[src/rtl/dsc_scan_if.sv]
// +----------------------------------------------------------------------+
// | Module  : dsc_scan_if                                                |
// | Purpose : Raster, converter-return, SRAM and display-path bundle.    |
// | Rev     : 1.0 - initial release                                      |
// +----------------------------------------------------------------------+
`default_nettype none

interface dsc_scan_if;
  logic        frame_start;
  logic [9:0]  Row;
  logic [9:0]  Column;
  logic [18:0] dsc_addr;
  logic        dsc_in_region;
  logic        wr_req;
  logic [18:0] wr_addr;
  logic        wr_gnt;
  logic [18:0] sram_addr;
  logic        sram_we_n;
  logic        sram_oe_n;
  logic        pix_valid;
  logic        pix_in_region;
  logic        busy;
  logic        frame_done;

  modport slave (
    input  frame_start, dsc_addr, dsc_in_region, wr_req, wr_addr,
    output Row, Column, wr_gnt, sram_addr, sram_we_n, sram_oe_n,
           pix_valid, pix_in_region, busy, frame_done
  );

  modport master (
    output frame_start, dsc_addr, dsc_in_region, wr_req, wr_addr,
    input  Row, Column, wr_gnt, sram_addr, sram_we_n, sram_oe_n,
           pix_valid, pix_in_region, busy, frame_done
  );
endinterface

`default_nettype wire

[src/rtl/dsc_scan_ctrl.sv]
// +----------------------------------------------------------------------+
// | Module  : dsc_scan_ctrl                                              |
// | Purpose : Raster sequencer and echo-SRAM arbiter for scan converter. |
// | Rev     : 1.0 - initial release                                      |
// +----------------------------------------------------------------------+
`default_nettype none

module dsc_scan_ctrl #(
  parameter int H_ACTIVE = 334,
  parameter int V_ACTIVE = 480,
  parameter int H_BLANK  = 16,
  parameter int PIPE_LAT = 20,
  parameter int RD_LAT   = 2
) (
  input  logic        LCLK,
  input  logic        RSTn,
  dsc_scan_if.slave   bus
);

  localparam int              c_BLANK_W   = (H_BLANK > 1) ? $clog2(H_BLANK) : 1;
  localparam logic [c_BLANK_W-1:0] c_BLANK_LAST = c_BLANK_W'(H_BLANK - 1);
  localparam logic [9:0]      c_COL_LAST  = 10'(H_ACTIVE - 1);
  localparam logic [9:0]      c_ROW_LAST  = 10'(V_ACTIVE - 1);

  typedef enum logic [2:0] {
    S_IDLE   = 3'd0,
    S_ACTIVE = 3'd1,
    S_BLANK  = 3'd2,
    S_DRAIN  = 3'd3,
    S_DONE   = 3'd4
  } state_t;

  state_t                 r_state;
  logic [9:0]             r_row;
  logic [9:0]             r_col;
  logic                   r_cv;
  logic [c_BLANK_W-1:0]   r_blank_cnt;
  logic                   r_busy;
  logic                   r_done;
  logic                   r_bubble_pend;
  logic [PIPE_LAT-1:0]    r_vpipe;
  logic [RD_LAT-1:0]      r_rdv;
  logic [RD_LAT-1:0]      r_rdr;

  logic w_rd_slot;
  logic w_grant;
  logic w_last;
  logic w_bubble;
  logic w_inflight;

  // A converter read slot always owns the SRAM; writes only fill empty slots.
  assign w_rd_slot  = r_vpipe[PIPE_LAT-1];
  assign w_grant    = RSTn && !w_rd_slot && bus.wr_req;
  assign w_last     = (r_state == S_ACTIVE) && r_cv && (r_col == c_COL_LAST);
  assign w_bubble   = (r_state == S_ACTIVE) && !w_last && bus.wr_req &&
                      !w_grant && !r_bubble_pend;
  assign w_inflight = (|r_vpipe) | (|r_rdv);

  assign bus.Row           = r_row;
  assign bus.Column        = r_col;
  assign bus.wr_gnt        = w_grant;
  assign bus.sram_addr     = w_rd_slot ? bus.dsc_addr : (w_grant ? bus.wr_addr : '0);
  assign bus.sram_oe_n     = !w_rd_slot;
  assign bus.sram_we_n     = !w_grant;
  assign bus.pix_valid     = r_rdv[RD_LAT-1];
  assign bus.pix_in_region = r_rdr[RD_LAT-1];
  assign bus.busy          = r_busy;
  assign bus.frame_done    = r_done;

  always_ff @(posedge LCLK) begin
    if (!RSTn) begin
      r_state       <= S_IDLE;
      r_row         <= '0;
      r_col         <= '0;
      r_cv          <= 1'b0;
      r_blank_cnt   <= '0;
      r_busy        <= 1'b0;
      r_done        <= 1'b0;
      r_bubble_pend <= 1'b0;
      r_vpipe       <= '0;
      r_rdv         <= '0;
      r_rdr         <= '0;
    end else begin
      r_vpipe[0] <= r_cv;
      for (int i = 1; i < PIPE_LAT; i++) r_vpipe[i] <= r_vpipe[i-1];
      r_rdv[0] <= w_rd_slot;
      r_rdr[0] <= w_rd_slot & bus.dsc_in_region;
      for (int i = 1; i < RD_LAT; i++) begin
        r_rdv[i] <= r_rdv[i-1];
        r_rdr[i] <= r_rdr[i-1];
      end

      r_done <= 1'b0;
      if (w_grant)       r_bubble_pend <= 1'b0;
      else if (w_bubble) r_bubble_pend <= 1'b1;

      case (r_state)
        S_IDLE: begin
          r_cv <= 1'b0;
          if (bus.frame_start) begin
            r_row   <= '0;
            r_col   <= '0;
            r_cv    <= 1'b1;
            r_busy  <= 1'b1;
            r_state <= S_ACTIVE;
          end
        end
        S_ACTIVE: begin
          // Any coordinate shown in ACTIVE has already been issued, so a
          // non-bubble cycle always advances to the next column.
          if (w_last) begin
            r_cv        <= 1'b0;
            r_blank_cnt <= '0;
            r_state     <= S_BLANK;
          end else if (w_bubble) begin
            r_cv <= 1'b0;
          end else begin
            r_cv  <= 1'b1;
            r_col <= r_col + 10'd1;
          end
        end
        S_BLANK: begin
          r_cv <= 1'b0;
          if (r_blank_cnt == c_BLANK_LAST) begin
            if (r_row == c_ROW_LAST) begin
              r_state <= S_DRAIN;
            end else begin
              r_row   <= r_row + 10'd1;
              r_col   <= '0;
              r_cv    <= 1'b1;
              r_state <= S_ACTIVE;
            end
          end else begin
            r_blank_cnt <= r_blank_cnt + c_BLANK_W'(1);
          end
        end
        S_DRAIN: begin
          r_cv <= 1'b0;
          if (!w_inflight) begin
            r_busy  <= 1'b0;
            r_done  <= 1'b1;
            r_state <= S_DONE;
          end
        end
        S_DONE: begin
          r_cv    <= 1'b0;
          r_state <= S_IDLE;
        end
        default: begin
          r_cv    <= 1'b0;
          r_state <= S_IDLE;
        end
      endcase
    end
  end

endmodule

`default_nettype wire

[src/flat_wrapper.sv]
// flat-port wrapper written by rule: the top's interface ports become plain ports
module dsc_scan_ctrl_flat 
#(
  parameter int H_ACTIVE = 334,
  parameter int V_ACTIVE = 480,
  parameter int H_BLANK  = 16,
  parameter int PIPE_LAT = 20,
  parameter int RD_LAT   = 2
)
  (LCLK, RSTn, bus_frame_start, bus_dsc_addr, bus_dsc_in_region, bus_wr_req, bus_wr_addr, bus_Row, bus_Column, bus_wr_gnt, bus_sram_addr, bus_sram_we_n, bus_sram_oe_n, bus_pix_valid, bus_pix_in_region, bus_busy, bus_frame_done);
  dsc_scan_if bus_i ();
  input  logic LCLK;
  input  logic RSTn;
  input wire logic [$bits(bus_i.frame_start)-1:0] bus_frame_start;
  input wire logic [$bits(bus_i.dsc_addr)-1:0] bus_dsc_addr;
  input wire logic [$bits(bus_i.dsc_in_region)-1:0] bus_dsc_in_region;
  input wire logic [$bits(bus_i.wr_req)-1:0] bus_wr_req;
  input wire logic [$bits(bus_i.wr_addr)-1:0] bus_wr_addr;
  output wire logic [$bits(bus_i.Row)-1:0] bus_Row;
  output wire logic [$bits(bus_i.Column)-1:0] bus_Column;
  output wire logic [$bits(bus_i.wr_gnt)-1:0] bus_wr_gnt;
  output wire logic [$bits(bus_i.sram_addr)-1:0] bus_sram_addr;
  output wire logic [$bits(bus_i.sram_we_n)-1:0] bus_sram_we_n;
  output wire logic [$bits(bus_i.sram_oe_n)-1:0] bus_sram_oe_n;
  output wire logic [$bits(bus_i.pix_valid)-1:0] bus_pix_valid;
  output wire logic [$bits(bus_i.pix_in_region)-1:0] bus_pix_in_region;
  output wire logic [$bits(bus_i.busy)-1:0] bus_busy;
  output wire logic [$bits(bus_i.frame_done)-1:0] bus_frame_done;
  assign bus_i.frame_start = bus_frame_start;
  assign bus_i.dsc_addr = bus_dsc_addr;
  assign bus_i.dsc_in_region = bus_dsc_in_region;
  assign bus_i.wr_req = bus_wr_req;
  assign bus_i.wr_addr = bus_wr_addr;
  assign bus_Row = bus_i.Row;
  assign bus_Column = bus_i.Column;
  assign bus_wr_gnt = bus_i.wr_gnt;
  assign bus_sram_addr = bus_i.sram_addr;
  assign bus_sram_we_n = bus_i.sram_we_n;
  assign bus_sram_oe_n = bus_i.sram_oe_n;
  assign bus_pix_valid = bus_i.pix_valid;
  assign bus_pix_in_region = bus_i.pix_in_region;
  assign bus_busy = bus_i.busy;
  assign bus_frame_done = bus_i.frame_done;
  dsc_scan_ctrl #(.H_ACTIVE(H_ACTIVE), .V_ACTIVE(V_ACTIVE), .H_BLANK(H_BLANK), .PIPE_LAT(PIPE_LAT), .RD_LAT(RD_LAT)) u_core (.LCLK(LCLK), .RSTn(RSTn), .bus(bus_i));
endmodule
[config.mk]
export PLATFORM = sky130hd
export DESIGN_NAME = dsc_scan_ctrl_flat
export DESIGN_NICKNAME = d
export VERILOG_FILES = /design/src/rtl/dsc_scan_if.sv /design/src/rtl/dsc_scan_ctrl.sv /design/src/flat_wrapper.sv
export SDC_FILE = /design/constraint.sdc
export NUM_CORES = 1
export LEC_CHECK = 0
export ABC_AREA = 1
export CORE_MARGIN = 2
export CORE_UTILIZATION = 42
export DETAILED_ROUTE_END_ITERATION = 16
export GPL_TIMING_DRIVEN = 1
export MAX_ROUTING_LAYER = met4
export PLACE_DENSITY = 0.89
export SETUP_SLACK_MARGIN = 0.4
export SLEW_MARGIN = 20
export SYNTH_ARGS = -nofsm -noshare
export SYNTH_HDL_FRONTEND = slang
export SYNTH_SLANG_ARGS = --single-unit
[constraint.sdc]
create_clock -name LCLK -period 1.37 [get_ports LCLK]
set_input_delay 0.274 -clock LCLK [delete_from_list [all_inputs] [get_ports LCLK]]
set_output_delay 0.274 -clock LCLK [all_outputs]
set_load 0.02 [all_outputs]
==> qor.yml, run 1 <==
run_status:
  status: "complete, but fails checks"
  violations: "negative setup slack"
clocking:
  clk_latency_ns: 0.35
  clockBufferDepth: 2
  cts_htree_levels: 2
  clock-sinks: 55
  clk_pin_slew_worst_paths_ns: 0.12
  cts_tree: "done"
  hold_buffers: 0
  cts_buffers: 5
  cts_root_buffer: "clkbuf_8"
yosys:
  ys_warn_count: 0
  yosysTopAreaCell: "dfxtp_1"
  synth-simple-area-share: 0.3723
  synthTopCellsByCount: "nand2_1, nor2_1, inv_1"
  synthMuxAreaShare: 0
  syn_inst: 410
  yosysMostFrequentCell: "nand2_1"
  synth_top_family_by_area: "simple AND/OR/NAND/NOR gates"
  synth_fp_nets: 457
  syn_avg_cell_area_um2: 6.811
  synthTopCellsByArea: "dfxtp_1, nand2_1, nor2_1"
  ys_seq_elements: 55
  synth_area_um2: 2793
  synth_fa_ha_area_frac: 0.01792
  synth-compound-area-share: 0.1089
  synth_xor_xnor_area_share: 0.003136
  ys_seq_area_frac: 0.3943
  yosys.area.top_type_share: 0.3943
  synth_flop_cell: "dfxtp_1"
  synth_edf_count: 0
  synthArstFlopShare: 0
  yosysUniqueCellTypes: 30
layout:
  design_area_um2: 5585
  final_net_count: 633
  syn_to_final_growth_pct: 100.0
  drive_gt1_frac: 0.5383
  fillers: 243
  diodes: 0
timing:
  relSlewSlack: 0.8038
  tightest_slew_ns: 0.2940
  period_share: 1.324
  setup_viol: 54
  skew_ns: 0.01882
  rsz0062_at_grt: "true"
  fin_crit_ns: 1.814
  slew_viol_final: 0
  layout_setup_ws_ns: -0.4444
  hold_viol: 0
  max_freq_mhz: 551.1
place:
  post_dp_cell_area_um2: 4413
  port_buffers: 88
  dp_slack_ns: -0.8261
  hpwl_um: 6278
  place_congestion: 0.8679
drt:
  drt_iter0_drc: 466
  routed_wl_um: 16540
  drt_pass1_iterations: 5
  antenna_left: 0
  drcViolationCount: 0
  vias: 4109
  wire_per_inst_um: 24.91
  vias_per_cell: 6.188
floorplan:
  die_height_um: 85.54
  io_pins: 89
  dieArea_um2: 7317
  die_x_um: 85.54
  core_area_um2: 6386
  start_util: 0.4373
  core.rowCount: 29
pwr:
  cellPowerDensity_nw_per_um2: 1361
  leakagePower_nw: 2.697
  peakVddDrop_mv: 1.275
  power_mw: 7.599
worst_setup_path:
  cp-end-kind: "register"
  worstPathCellList: "inv_1 -> nor2_1 -> nand2_4 -> nor2_4 -> nand2_4 -> nand3_4 -> buf_6 -> nand3_2 -> a21oi_2"
  cp-start-kind: "register"
  path_buf_inv: 2
  slowest_stage: "dfxtp_1"
  worst-endpoint-required_ns: 1.66
  cp_common_cell: "nand2_4"
  crit_arrival_ns: 2.10
  path_max_fanout: 6
  critical_path_class: "register to register"
  path_delay_family: "simple AND/OR/NAND/NOR gates"
  crit_path_max_incr_delay_ns: 0.45
grt:
  met2_usage: 0.6108
  grt_pass1_vias: 3672
  use_met1: 0.3746
  grt_overflow: 0
  grt_pass1_wl_um: 19150
  busiest_layer: "met2"
  grt_start_max_net_pins: 39
  grt_antenna_before_repair: 0
  use_met3: 0.06352
  grt_use_total: 0.3475
worst_hold_path:
  min_path_type: "register to register"
job:
  drv_cap: 0
-- cell type report --
| cell class | instances | area, µm² | share of cell area |
|---|---|---|---|
| multi-input combinational | 285 | 2145 | 0.3840 |
| clock buffer | 6 | 82.58 | 0.01478 |
| sequential | 55 | 1174 | 0.2101 |
| inverter | 61 | 254.0 | 0.04547 |
| tap | 77 | 96.34 | 0.01725 |
| clock inverter | 2 | 15.01 | 0.002688 |
| timing repair buffer | 178 | 1819 | 0.3257 |
-- worst min-delay path, stage by stage (launching register included) --
cell     delay (ns)
dfxtp_1        0.33
nand2_1        0.06
inv_1          0.04
-- power by group --
part	switching (mW)	total, mW	internal [mW]
registers	0.264	2.09	1.82
logic	2.49	4.43	1.94
clock network	0.664	1.08	0.418
-- cells in the final DEF, fill, tap and decap left out, drive strengths merged, types with 6 or more instances in the layout --
| cell type | count |
|---|---|
| nand2 | 115 |
| buf | 135 |
| clkdlybuf4s50 | 40 |
| clkbuf | 6 |
| inv | 62 |
| nand3 | 24 |
| dfxtp | 55 |
| a21oi | 15 |
| a22o | 19 |
| nor2 | 78 |
| nand4 | 7 |
| o21ai | 8 |
-- what timing repair did --
item,CTS,global route
cloned,3,1
pin swaps,27,41
resized for setup,357,109
setup buffers,18,18
endpoints found under the setup margin,101,78
-- final timing paths --
| check | startpoint | end | slack [ns] | cells after the start |
|---|---|---|---|---|
| setup / recovery | u_core.r_cv$_SDFF_PN0_ | u_core.bus.Column[9]$_SDFFE_PN0P_ | -0.44 | 9 |
| setup reg to reg | u_core.r_cv$_SDFF_PN0_ | u_core.bus.Column[9]$_SDFFE_PN0P_ | -0.44 | 9 |
| hold reg to reg | u_core.r_vpipe[10]$_SDFF_PN0_ | u_core.r_vpipe[11]$_SDFF_PN0_ | 0.46 | 2 |
| hold / removal | u_core.r_vpipe[10]$_SDFF_PN0_ | u_core.r_vpipe[11]$_SDFF_PN0_ | 0.46 | 2 |
-- registers in the layout, indices dropped and copies added (netlist names) --
register and cells:
u_core.bus.Row 10, u_core.r_rdr 2, u_core.bus.busy 1, u_core.r_blank_cnt 4
u_core.r_bubble_pend 1, u_core.r_vpipe 20, u_core.r_rdv 2, u_core.bus.Column 10
u_core.bus.frame_done 1, u_core.r_cv 1, u_core.r_state 3
-- routing by layer --
layer  wire [µm]  vias to the layer above
met4        1721                        0
met2        7670                      410
li1            -                     1642
met5           0                        -
met3        1728                      171
met1        5417                     1886
-- cell families (layout without fill, tap and decap cells) --
group,Yosys count,count (layout)
buf+inv,72,247
compound gates,45,45
simple gates,233,235
flops,55,55
xor+xnor,1,1
fa+ha+maj,4,4
-- per-stage QoR --
stage	utilization	cells	setup TNS, ns	hold slack, ns
finish	0.8746	664	-14.54	0.4576
global route	0.8746	664	-15.57	0.4687
CTS	0.7874	645	-6.478	0.4160
detailed placement	0.6910	616	-27.32	0.4007
global placement	0.6910	616	-25.52	0.3931
floorplan	-	410	-0.1826	0.3862
Note: power is estimated with default switching activity, not from simulation.
==> run 2: changes to the inputs <==
--- a/config.mk
+++ b/config.mk
@@ -6,12 +6,13 @@
 export NUM_CORES = 1
 export LEC_CHECK = 0
 export ABC_AREA = 1
+export ABC_CLOCK_PERIOD_IN_PS = 1370
 export CORE_MARGIN = 2
-export CORE_UTILIZATION = 42
+export CORE_UTILIZATION = 35
 export DETAILED_ROUTE_END_ITERATION = 16
 export GPL_TIMING_DRIVEN = 1
 export MAX_ROUTING_LAYER = met4
-export PLACE_DENSITY = 0.89
+export PLACE_DENSITY = 0.78
 export SETUP_SLACK_MARGIN = 0.4
 export SLEW_MARGIN = 20
 export SYNTH_ARGS = -nofsm -noshare
==> run 2 against run 1 <==
The run still ends with negative setup slack left. Cell count increased by 4.1%. First-iteration DRC count shrank 57%. Clock power down 6%. Worst hold slack worse by 0.041 ns. Routed wire length shrank 34%. Clock skew fell by 0.013 ns.
==> qor.yml, run 2 (synthesis gave the netlist of run 1 again) <==
timing:
  relSlewSlack: 0.7243  # was 0.8038
  tightest_slew_ns: 0.4136  # was 0.2940 ns
  skew_ns: 0.005698  # was 0.01882 ns
  max_freq_mhz: 594.7  # was 551.1 MHz
  fin_tns_setup_ns: -12.03  # was -14.54 ns
  hold_viol: 0  # unchanged
  rsz0062_at_grt: "true"  # unchanged
  setup_viol: 52  # was 54
  layout_setup_ws_ns: -0.3117  # was -0.4444 ns
  slew_viol_final: 0  # unchanged
  period_share: 1.227  # was 1.324
  fin_crit_ns: 1.682  # was 1.814 ns
floorplan:
  die_x_um: 93.33  # was 85.54 µm
  die_height_um: 93.33  # was 85.54 µm
  core_area_um2: 7727  # was 6386 µm²
  start_util: 0.3614  # was 0.4373
  dieArea_um2: 8710  # was 7317 µm²
  io_pins: 89  # unchanged
  core.rowCount: 32  # was 29
clocking:
  cts_htree_levels: 2  # unchanged
  clk_latency_ns: 0.32  # was 0.35 ns
  cts_root_buffer: "clkbuf_8"  # unchanged
  clockBufferDepth: 2  # unchanged
  cts_tree: "done"  # unchanged
  clk_pin_slew_worst_paths_ns: 0.11  # was 0.12 ns
  clock-sinks: 55  # unchanged
  cts_buffers: 5  # unchanged
pwr:
  p_seq_frac: 0.293  # was 0.274
  leakagePower_nw: 2.692  # was 2.697 nW
  power_mw: 6.957  # was 7.599 mW
  p_clk_frac: 0.144  # was 0.142
  power_switching_mw: 2.847  # was 3.420 mW
  cellPowerDensity_nw_per_um2: 1260  # was 1361 nW/µm²
  p_comb_frac: 0.562  # was 0.583
  intPower_mw: 4.110  # was 4.180 mW
  peakVddDrop_mv: 0.7567  # was 1.275 mV
  swShare: 0.4092  # was 0.4500
drt:
  drt_iter0_drc: 200  # was 466
  vias_per_cell: 5.137  # was 6.188
  antenna_left: 0  # unchanged
  wire_per_inst_um: 15.90  # was 24.91 µm
  vias: 3550  # was 4,109
  drt_pass1_iterations: 7  # was 5
  drcViolationCount: 0  # unchanged
  routed_wl_um: 10990  # was 16,540 µm
worst_setup_path:
  path_max_fanout: 5  # was 6
  slowest_stage: "dfxtp_4"  # was dfxtp_1
  critical_path_class: "register to register"  # unchanged
  worst-endpoint-required_ns: 1.60  # was 1.66 ns
  worstPathCellList: "nor3_4 -> nand2_2 -> nand2_4 -> nand2_8 -> nand2_8 -> buf_12 -> nand2_1 -> nand2_1 -> nor2_1"  # was inv_1 -> nor2_1 -> nand2_4 -> nor2_4 -> nand2_4 -> nand3_4 -> buf_6 -> nand3_2 -> a21oi_2
  cp-start-kind: "register"  # unchanged
  crit_path_max_incr_delay_ns: 0.39  # was 0.45 ns
  crit_arrival_ns: 1.91  # was 2.10 ns
  cp-end-kind: "register"  # unchanged
layout:
  final_common_cell: "nand2_1"  # unchanged
  final_cell_mix: "nand2_1, buf_6, buf_4, nor2_1, inv_1"  # was nand2_1, buf_6, buf_4, inv_1, nor2_1
  final_cells: 691  # was 664
  fillers: 516  # was 243
  top_register: "u_core.r_vpipe"  # unchanged
  final_net_count: 635  # was 633
  fin_util: 0.7147  # was 0.8746
  diodes: 0  # unchanged
  largest_reg_flops: 20  # unchanged
  drive_gt1_frac: 0.5025  # was 0.5383
  syn_to_final_growth_pct: 97.76  # was 100.0%
grt:
  use_met3: 0.04351  # was 0.06352
  met2_usage: 0.3807  # was 0.6108
  use_met1: 0.2380  # was 0.3746
  grt_overflow: 0  # unchanged
  grt_use_total: 0.2155  # was 0.3475
  busiest_layer: "met2"  # unchanged
  grt_start_max_net_pins: 39  # unchanged
  grt_antenna_before_repair: 0  # unchanged
  grt_pass1_vias: 3172  # was 3,672
  grt_pass1_wl_um: 14690  # was 19,150 µm
place:
  dp_slack_ns: -0.8433  # was -0.8261 ns
  place_congestion: 0.9144  # was 0.8679
  port_buffers: 88  # unchanged
  dp_cells: 645  # was 616
  hpwl_um: 5925  # was 6278 µm
run_status:
  violations: "negative setup slack"  # unchanged
  status: "complete, but fails checks"  # unchanged
worst_hold_path:
  min_path_type: "register to register"  # unchanged
job:
  drv_cap: 0  # unchanged
run 2: path summary, 6_finish.rpt:
kind,cells after the start,start,slack (ns),to
worst min register to register,2,u_core.r_rdr[0]$_SDFF_PN0_,0.42,u_core.r_rdr[1]$_SDFF_PN0_
worst min-delay path,2,u_core.r_rdr[0]$_SDFF_PN0_,0.42,u_core.r_rdr[1]$_SDFF_PN0_
worst max register to register,9,u_core.r_state[0]$_SDFFE_PN0P_,-0.31,u_core.bus.Column[4]$_SDFFE_PN0P_
worst max-delay path,9,u_core.r_state[0]$_SDFFE_PN0P_,-0.31,u_core.bus.Column[4]$_SDFFE_PN0P_
run 2: cell type report:
| cell class | count | area (µm²) | share of cell area |
|---|---|---|---|
| multi-input combinational | 285 | 2061 | 0.3731 |
| timing repair buffer | 180 | 1822 | 0.3299 |
| sequential | 55 | 1165 | 0.2109 |
| inverter | 61 | 251.5 | 0.04554 |
| tap | 102 | 127.6 | 0.02311 |
| clock buffer | 5 | 68.82 | 0.01246 |
| clock inverter | 3 | 27.53 | 0.004984 |
run 2: repair_timing:
item	CTS	global route
setup endpoints to repair	101	79
gates resized for setup	368	74
cloned	5	0
pin swaps	28	36
setup buffers	14	19
hold buffers	0	0
run 2: worst max-delay path: cells and delay by family (launching register included):
kind / cells / cell delay (ns)
flip-flops: 1 / 0.39
AND/OR/NAND/NOR: 8 / 1.06
buffers and inverters: 1 / 0.13
run 2: metrics by stage:
| step | area [µm²] | hold slack (ns) |
|---|---|---|
| 6_report | 5523 | 0.4169 |
| 5_1_grt | 5523 | 0.4517 |
| 4_1_cts | 5091 | 0.4186 |
| 3_5_place_dp | 4449 | 0.4012 |
| 3_3_place_gp | 4449 | 0.3986 |
| 2_1_floorplan | 3079 | 0.3862 |
run 2: power groups by stage:
stage	combinational [mW]	clock [mW]	sequential [mW]
detailed placement	2.49	0	2.01
floorplan	1.21	0	2.17
global route	4.12	1.09	2.06
global placement	2.44	0	2.00
CTS	3.21	0.996	2.01
finish	3.91	1.01	2.04
run 2: metal layers:
| layer | routed length [µm] | share of wire | up-vias |
|---|---|---|---|
| met5 | 0 | 0 | - |
| met4 | 410 | 0.037 | 0 |
| met3 | 796 | 0.072 | 44 |
| met2 | 5764 | 0.52 | 172 |
| met1 | 4017 | 0.37 | 1680 |
| li1 | - | - | 1654 |
==> run 3: changes to the inputs <==
--- a/config.mk
+++ b/config.mk
@@ -6,13 +6,13 @@
 export NUM_CORES = 1
 export LEC_CHECK = 0
 export ABC_AREA = 1
-export ABC_CLOCK_PERIOD_IN_PS = 1370
+export ABC_CLOCK_PERIOD_IN_PS = 2140
 export CORE_MARGIN = 2
 export CORE_UTILIZATION = 35
 export DETAILED_ROUTE_END_ITERATION = 16
 export GPL_TIMING_DRIVEN = 1
 export MAX_ROUTING_LAYER = met4
-export PLACE_DENSITY = 0.78
+export PLACE_DENSITY = 0.75
 export SETUP_SLACK_MARGIN = 0.4
 export SLEW_MARGIN = 20
 export SYNTH_ARGS = -nofsm -noshare
==> constraint.sdc (replaced) <==
create_clock -name LCLK -period 2.14 [get_ports LCLK]
set_input_delay 0.428 -clock LCLK [delete_from_list [all_inputs] [get_ports LCLK]]
set_output_delay 0.428 -clock LCLK [all_outputs]
set_load 0.02 [all_outputs]
==> run 3 against run 2 <==
Combinational power fell by 66%. The flow now finishes without violations. Sequential cell count did not move. Clock-buffer cell count did not move. Die area did not move. Sequential share of layout area rose by 6.3 points. Sequential power fell by 36%.
==> qor.yml, run 3 (synthesis gave the netlist of run 1 again) <==
run_status:
  status: "completed"  # was complete, but fails checks
clocking:
  cts_root_buffer: "clkbuf_8"  # unchanged
  cts_htree_levels: 2  # unchanged
  clk_latency_ns: 0.32  # about the same
  cts_buffers: 5  # unchanged
  clock-sinks: 55  # unchanged
  hold_buffers: 0  # unchanged
  clockBufferDepth: 2  # unchanged
  cts_tree: "done"  # unchanged
  clk_pin_slew_worst_paths_ns: 0.11  # about the same
floorplan:
  dieArea_um2: 8710  # unchanged
  io_pins: 89  # unchanged
  die_x_um: 93.33  # unchanged
  core_area_um2: 7727  # unchanged
  core.rowCount: 32  # unchanged
  start_util: 0.3614  # unchanged
  die_height_um: 93.33  # unchanged
grt:
  grt_pass1_vias: 2554  # was 3,172
  grt_start_max_net_pins: 39  # unchanged
  grt_overflow: 0  # unchanged
  grt_pass1_wl_um: 12030  # was 14,690 µm
  grt_use_total: 0.1745  # was 0.2155
  grt_antenna_before_repair: 0  # unchanged
worst_hold_path:
  min-delay-start: "u_core.r_vpipe[18]$_SDFF_PN0_"  # was u_core.r_rdr[0]$_SDFF_PN0_
  holdPathStages: 2  # unchanged
  min_to: "u_core.r_vpipe[19]$_SDFF_PN0_"  # was u_core.r_rdr[1]$_SDFF_PN0_
  min_path_type: "register to register"  # unchanged
drt:
  drt_pass1_iterations: 4  # was 7
  drt_iter0_drc: 126  # was 200
  wire_per_inst_um: 12.30  # was 15.90 µm
  antenna_left: 0  # unchanged
  vias: 2865  # was 3,550
  vias_per_cell: 4.674  # was 5.137
  routed_wl_um: 7540  # was 10,990 µm
  drcViolationCount: 0  # unchanged
place:
  port_buffers: 88  # unchanged
  hpwl_um: 5305  # was 5925 µm
  place_congestion: 0.8744  # was 0.9144
layout:
  drive_gt1_frac: 0.1546  # was 0.5025
  fin_util: 0.5256  # was 0.7147
  final_common_cell: "nand2_1"  # unchanged
  final_net_count: 557  # was 635
  final_cell_mix: "nand2_1, nor2_1, inv_1, dfxtp_1, clkdlybuf4s50_1"  # was nand2_1, buf_6, buf_4, nor2_1, inv_1
  diodes: 0  # unchanged
  largest_reg_flops: 20  # unchanged
  top_register: "u_core.r_vpipe"  # unchanged
  syn_to_final_growth_pct: 45.43  # was 97.76%
pwr:
  power_switching_mw: 1.303  # was 2.847 mW
  p_comb_frac: 0.404  # was 0.562
  intPower_mw: 1.931  # was 4.110 mW
  leakagePower_nw: 2.040  # was 2.692 nW
  cellPowerDensity_nw_per_um2: 796.3  # was 1260 nW/µm²
  power_mw: 3.234  # was 6.957 mW
  p_clk_frac: 0.196  # was 0.144
  swShare: 0.4030  # was 0.4092
  p_seq_frac: 0.401  # was 0.293
  peakVddDrop_mv: 0.3353  # was 0.7567 mV
timing:
  hold_viol: 0  # unchanged
  tightest_slew_ns: 0.3887  # was 0.4136 ns
  rsz0062_at_grt: "true"  # unchanged
  slew_viol_final: 0  # unchanged
  max_freq_mhz: 567.7
  relSlewSlack: 0.7409  # was 0.7243
  fin_crit_ns: 1.762
  period_share: 0.8232
  skew_ns: 0.01089  # was 0.005698 ns
  setup_viol: 0  # was 52
worst_setup_path:
  r2r_end: "u_core.r_cv$_SDFF_PN0_"  # was u_core.bus.Column[4]$_SDFFE_PN0P_
  rr_startpoint: "u_core.r_state[1]$_SDFFE_PN0P_"  # was u_core.r_state[0]$_SDFFE_PN0P_
  worst-endpoint-required_ns: 1.71  # was 1.60 ns
  r2r_slack_ns: 0.48  # was -0.31 ns
  crit_arrival_ns: 1.33  # was 1.91 ns
  critical_path_class: "register to primary output"  # was register to register
  cp-start-kind: "register"  # unchanged
  reg2reg_depth: 9  # unchanged
  cp-end-kind: "primary output"  # was register
  path_max_fanout: 10  # was 5
job:
  drv_cap: 0  # unchanged
run 3: cell count changes in the layout (fill, tap and decap cells not counted), sizes merged, moves of 2 or more:
cell	delta
clkdlybuf4s50	+2
clkdlybuf4s15	+2
buf	-102
inv	-2
clkinv	+2
nand2	-2
dlygate4sd2	+20
run 3: timing repair:
action | in CTS | in global routing
endpoints found under the setup margin | 48 | 39
gates cloned | 1 | 0
resized for setup | 142 | 29
pin swaps | 1 | 8
buffers inserted | 0 | 8
run 3: worst max-delay path, cell delays in order (launching register included):
cell and delay [ns]:
dfxtp_2 0.34, inv_2 0.06, nand3_4 0.08, inv_6 0.09
buf_16 0.12, a22o_1 0.18, buf_6 0.13
run 3: how the worst max path moves through the flow:
stage / slack [ns] / to / from / depth (start not counted)
after floorplan: 0.39 / bus_sram_addr[10] / u_core.r_vpipe[19]$_SDFF_PN0_ / 5
after global placement: -0.28 / bus_sram_addr[12] / bus_wr_req / 6
after detailed placement: -0.33 / bus_sram_addr[7] / RSTn / 6
after CTS: 0.37 / bus_sram_addr[7] / u_core.r_vpipe[19]$_SDFF_PN0_ / 6
after global routing: 0.33 / bus_sram_addr[15] / u_core.r_vpipe[19]$_SDFF_PN0_ / 6
final: 0.38 / bus_sram_addr[6] / u_core.r_vpipe[19]$_SDFF_PN0_ / 6
run 3: metal layers:
layer / vias to the layer above / track usage / part of all wire
li1: 1485 / - / -
met1: 1322 / 0.2293 / 0.44
met2: 47 / 0.2818 / 0.51
met3: 11 / 0.02337 / 0.027
met4: 0 / 0.05147 / 0.014
met5: - / - / 0
run 3: power by group through the flow:
stage | combinational, mW | clock (mW) | sequential [mW]
3_5_place_dp | 1.19 | 0 | 1.31
3_3_place_gp | 1.17 | 0 | 1.31
6_report | 1.31 | 0.633 | 1.30
2_1_floorplan | 0.732 | 0 | 1.37
4_1_cts | 1.16 | 0.652 | 1.29
5_1_grt | 1.46 | 0.680 | 1.32
run 3: through the flow:
step                cells  TNS [ns]  worst slack, ns  area, µm²  hold slack (ns)
floorplan             410         0           0.3917       2800           0.3905
global route          613         0           0.3338       4061           0.4629
CTS                   605         0           0.3739       3920           0.4365
detailed placement    596    -5.908          -0.3329       3811           0.4054
finish                613         0           0.3784       4061           0.4348
global placement      596    -5.214          -0.2764       3811           0.3958
run 3: area by class of cell:
cell class,instances,area (µm²)
inverter,61,240.2
timing repair buffer,104,1022
sequential,55,1112
fill,728,3666
tap,102,127.6
clock inverter,3,33.78
clock buffer,5,68.82
multi-input combinational,283,1456
